## src/rtl/param_register_file.sv

```systemverilog
// Parameterised register file with two registered read ports, write-first bypass,
// a per-register busy scoreboard and a registered out-of-range address flag.
module param_register_file #(
    parameter int DATA_W   = 20,
    parameter int ADDR_W   = 4,
    parameter int NUM_REGS = 8
) (
    input  logic              clk,
    input  logic              Reset,
    input  logic              RW,
    input  logic [ADDR_W-1:0] Dest,
    input  logic [DATA_W-1:0] Data,
    input  logic [ADDR_W-1:0] Reg1,
    input  logic [ADDR_W-1:0] Reg2,
    input  logic              Issue,
    input  logic [ADDR_W-1:0] Issue_Dest,
    output logic [DATA_W-1:0] out_reg1,
    output logic [DATA_W-1:0] out_reg2,
    output logic              busy1,
    output logic              busy2,
    output logic              addr_err
);

    localparam int IDX_W = (NUM_REGS > 1) ? $clog2(NUM_REGS) : 1;
    localparam logic [ADDR_W:0] NREGS = NUM_REGS[ADDR_W:0];

    logic [DATA_W-1:0]   regs [NUM_REGS];
    logic [NUM_REGS-1:0] busy;
    logic [NUM_REGS-1:0] busy_nxt;

    logic dest_ok, iss_ok, rd1_ok, rd2_ok;
    logic wr_en, iss_en;
    logic [IDX_W-1:0] wr_idx, iss_idx, rd1_idx, rd2_idx;

    assign dest_ok = ({1'b0, Dest}       < NREGS);
    assign iss_ok  = ({1'b0, Issue_Dest} < NREGS);
    assign rd1_ok  = ({1'b0, Reg1}       < NREGS);
    assign rd2_ok  = ({1'b0, Reg2}       < NREGS);

    assign wr_en  = RW && dest_ok;
    assign iss_en = Issue && iss_ok;

    assign wr_idx  = Dest[IDX_W-1:0];
    assign iss_idx = Issue_Dest[IDX_W-1:0];
    assign rd1_idx = Reg1[IDX_W-1:0];
    assign rd2_idx = Reg2[IDX_W-1:0];

    // Issue is applied after the write-clear so a same-cycle issue keeps the bit set.
    always_comb begin
        busy_nxt = busy;
        if (wr_en)
            busy_nxt[wr_idx] = 1'b0;
        if (iss_en)
            busy_nxt[iss_idx] = 1'b1;
    end

    always_ff @(posedge clk) begin
        if (Reset) begin
            for (int i = 0; i < NUM_REGS; i++)
                regs[i] <= '0;
            busy     <= '0;
            out_reg1 <= '0;
            out_reg2 <= '0;
            busy1    <= 1'b0;
            busy2    <= 1'b0;
            addr_err <= 1'b0;
        end else begin
            if (wr_en)
                regs[wr_idx] <= Data;
            busy <= busy_nxt;

            // Read stage: write-first bypass, zero for out-of-range addresses.
            if (!rd1_ok)
                out_reg1 <= '0;
            else if (wr_en && (Dest == Reg1))
                out_reg1 <= Data;
            else
                out_reg1 <= regs[rd1_idx];

            if (!rd2_ok)
                out_reg2 <= '0;
            else if (wr_en && (Dest == Reg2))
                out_reg2 <= Data;
            else
                out_reg2 <= regs[rd2_idx];

            busy1 <= rd1_ok ? busy_nxt[rd1_idx] : 1'b0;
            busy2 <= rd2_ok ? busy_nxt[rd2_idx] : 1'b0;

            addr_err <= !rd1_ok || !rd2_ok || (RW && !dest_ok) || (Issue && !iss_ok);
        end
    end

endmodule
```

## config.mk

```make
export PLATFORM = sky130hd
export DESIGN_NAME = param_register_file
export DESIGN_NICKNAME = d
export VERILOG_FILES = /design/src/rtl/param_register_file.sv
export SDC_FILE = /design/constraint.sdc
export NUM_CORES = 1
export LEC_CHECK = 0
export ABC_AREA = 1
export ABC_CLOCK_PERIOD_IN_PS = 2500
export CAP_MARGIN = 20
export CORE_MARGIN = 2
export CORE_UTILIZATION = 59
export CTS_CLUSTER_SIZE = 10
export DETAILED_ROUTE_END_ITERATION = 8
export MAX_ROUTING_LAYER = met4
export PLACE_DENSITY = 0.82
export SETUP_SLACK_MARGIN = 0.2
export SLEW_MARGIN = 5
export SYNTH_ARGS = -nofsm -noshare
export SYNTH_HDL_FRONTEND = slang
export SYNTH_SLANG_ARGS = --single-unit
```

## constraint.sdc

```tcl
create_clock -name clk -period 2.5 [get_ports clk]
set_clock_uncertainty 0.1 [all_clocks]
set_input_delay 0.25 -clock clk [delete_from_list [all_inputs] [get_ports clk]]
set_output_delay 0.25 -clock clk [all_outputs]
set_load 0.02 [all_outputs]
```

; ---- Word level (Yosys, flattened, before mapping)
; Memories as Yosys holds them, arrays and structs flattened. A register that Yosys moved wholly into a read port is not among the register bits.
; Index checks and enable logic that the tools add are counted.
; Widths: inputs -> output; s select.
[classes]
n_addsub = 0
mul = 0
div = 0
order_cmp = 10
eq_ne = 0
shifts = 0
n_mux = 18
n_bitwise = 5
n_reduce_logical = 16
[op_table]
columns = op, count
row1 = $mux 20, 1
row2 = $reduce_or 20->1, 1
row3 = $lt 3x4->1 const B, 4
row4 = $lt 4x4->1 const B, 4
row5 = $mux 8, 2
row6 = $mux 1, 10
row7 = $and 8x8->8, 1
row8 = $not 8->8, 1
row9 = $or 8x8->8, 1
row10 = $bmux 1 s3, 2
row11 = $demux 1 s3, 2
row12 = $ge 3x1->1 const B, 2
row13 = $logic_and 1x1->1, 6
row14 = $logic_not 1->1, 4
row15 = $reduce_or 2->1, 2
row16 = $logic_or 1x1->1, 3
row17 = $mux 3, 1
row18 = $not 1->1, 2
[word_totals]
regBits = 11
latchBits = 0
ram_bits = 160
rom_bits = 0
input_bits = 40
output_inout_bits = 43
memories = 1
[memory_table]
columns = memory, words, width, read_ports, rd_ports_with_merged_regs, write_ports, line
row1 = regs, 8, 20, 2, 2, 8, 27  ; logic [DATA_W-1:0] regs [NUM_REGS];

; ---- Logic depth before layout (Yosys ltp)
[logic_depth]
ltp_word = 11
depth_mapped = 10
depth_no_buf = 9

; ---- Worst setup path after synthesis
; Ideal clock, no wire load.
[synth_path]
kind = in2reg
startpoint = input Dest[0]
endpoint = memory regs[7][0] (enable)
setup_time_ns = 0.377
t_arrival_ns = 1.352
required_time_ns = 2.023
path_slack_ns = 0.672
cell_stages = 5
path_cell_list = buf_4 nand3_1 or2_1 buf_2 nand2_1
[synth_rtl]
columns = item, line
row1 = start: declaration, 11  ; input logic [ADDR_W-1:0] Dest,
row2 = end: declaration, 27

; ---- Final worst setup path
[layout_path]
startpoint = register out_reg2[1], read port of regs
endpoint = output out_reg2[1]
[layout_rtl]
columns = item, line
row1 = start: declaration, 18  ; output logic [DATA_W-1:0] out_reg2,
; No word-level cell between the ends.

==> metrics.txt <==
multi-input logic area 3850 sq um; Buffers & Inverters on Critical Path 1; setup ws final 0.635 ns; flops & latches, synth 211; clk sink count 211; first-pass GRT wire length 49.3 mm; final hold violation count 0; WS Path Type reg -> out; Placed Area 11,500 sq um; drt total wl 32.6 mm; Critical-path top delay cell clkdlybuf4s50_1; cell count after placement 1,445; synth warn 0; Clock Path Buffers 3; CP top delay family buffers and inverters; max_cap viols 0; Cell Area, Synth 10,300 sq um; RSZ-0062 raised after global routing no; syn nets 1,217; Worst-Skew Late Latency 0.52 ns; # setup viols final 0; gr usage total 36.1%; Initial Util 59.7%; Fillers 1,258; DIE HEIGHT 136 microns; Final period util 74.6%; minimum clock period 1.87 ns; Syn Area/Cell 8.72 sq um; initial antenna violation count 0; input/output buffers 82; vias in the first global route 9,134; largest net degree at the start of global routing 53; Max FO, Critical Path 1; Pwr Total 8.36 mW; setup slack at placement 0.328 ns; Die Area 18,500 sq um; Peak Freq 536 MHz; # diodes 0; DRT Pass-1 Iters 6; CTS tree yes; Rows 48; Die X-Extent 136 microns; Worst Max-Slew Pin Slew 0.602 ns; grt ovf 0; clk slew on worst S/H paths 0.06 ns; Netlist cell types 28; Synth area leaders edfxtp_1 47%, nor2_1 12%, dfxtp_1 10%; static leakage 4.54 nW; share of layout cells above drive strength 1 7.83%; area delta synth->final 18.8%; Slowest Stage Delay on Critical Path 0.63 ns; area leader, netlist edfxtp_1; Vias/cell 6.52; Setup crit end kind output port; Hold WC Path Type in -> reg; Slew HR 59.8%; boundary pin count 83; H-tree depth 1; final core utilization 71.0%; CTS Hold Buffers Added 0; Routed Antenna Nets 0; Synth top area share 46.8%; Final Non-Filler Cells 1,490; Syn Inst Count 1,177; sequential area share after synthesis 56.8%; Setup TNS Final 0 ns; Setup crit start kind register; Final Cell Area 12,200 sq um; post-DR wirelength/cell 21.9 microns; WP data required 2.15 ns; crit path cell chain clkdlybuf4s50_1; CTS resizes 0; CTS Root Cell clkbuf_16; final-stage net count 1,287; Power Density 686 nW/um^2; via count 9,710; Post-DP HPWL 19.4 mm; status complete, no violations; Worst VDD drop 0.000455 V; RePlAce Congestion 0.941; Post-CTS Setup Inserts 0; sequential cell area 5830 sq um; Core Box Area 17,200 sq um; starting DRC count in detailed routing 1,530; worst path arrival time 1.52 ns; total CTS buffers 25; Final Hold Slack 0.222 ns; # DRC 0; Slew Viols, Final 0
-- power by group --
group          switching, mW  total [mW]  internal [mW]
Sequential            0.0996        4.07           3.97
Combinational          0.681        1.06          0.377
Clock                   1.34        3.23           1.89
Total                   2.12        8.36           6.24
-- Yosys cell counts --
master and count:
nor2_1 333, edfxtp_1 160, o21ai_0 158, nand2_1 115
o22ai_1 80, dfxtp_1 51, clkbuf_1 44, o21ai_1 42
a31oi_1 40, buf_2 31, inv_1 30, nand3_1 30
nand4_1 14, a21oi_1 11, buf_4 10, inv_2 8
buf_1 3, clkbuf_2 3, nor2_2 3, buf_6 2
or2_1 2, nand3b_4 1, nor2_8 1, nor3_2 1
o211ai_1 1, o21bai_1 1, xor2_1 1, xor2_2 1
-- placed cells by master (no fill, tap or decap), types with 9 or more instances in the layout --
cell type,count
clkbuf_16,25
o21ai_1,42
nor2_1,333
buf_4,41
buf_12,13
a31oi_1,40
clkbuf_1,18
inv_2,9
edfxtp_1,160
dfxtp_1,51
clkdlybuf4s50_1,80
inv_1,29
o22ai_1,80
o21ai_0,158
nand3_1,30
a21oi_1,11
nand2_1,115
nand4_1,14
-- cell type report --
type                    instances  area share [%]
flip-flops and latches        211            47.8
clock buffers                  44            5.80
clock inverters                 1          0.0718
inverters                      38            1.17
well taps                     225            2.31
repair buffers                136            11.3
multi-input cells             835            31.6
-- registers in the layout (all words and copies together) (netlist names) --
signal    cells
regs        160
out_reg1     20
out_reg2     20
busy          8
addr_err      1
busy1         1
busy2         1
-- logic make-up (layout without fill, tap and decap cells) --
| logic type | count (synthesis) | count (layout) | share of synthesized area (%) |
|---|---|---|---|
| xor+xnor | 2 | 2 | 0.244 |
| simple gates | 500 | 500 | 19.5 |
| buf+inv | 131 | 219 | 5.72 |
| flops | 211 | 211 | 56.8 |
| compound gates | 333 | 333 | 17.8 |
-- worst paths after layout --
check	startpoint	to	slack, ns	cells after the start
max reg2reg	regs[2][5]	out_reg2[5]	1.22	4
min	Reg2[0]	busy2	0.22	5
min reg2reg	busy[0]	busy[0]	0.40	2
max	out_reg2[1]	out_reg2[1]	0.63	1
-- per-layer routing --
layer	global-route usage [%]	up-vias	share of wire (%)	wire [microns]
li1	-	4260	-	-
met1	44.9	4449	36	11700
met2	56.0	830	46	15100
met3	7.12	171	13	4210
met4	19.6	0	5.0	1640
met5	-	-	0	0
No activity file was read; power rests on OpenSTA's default activity.
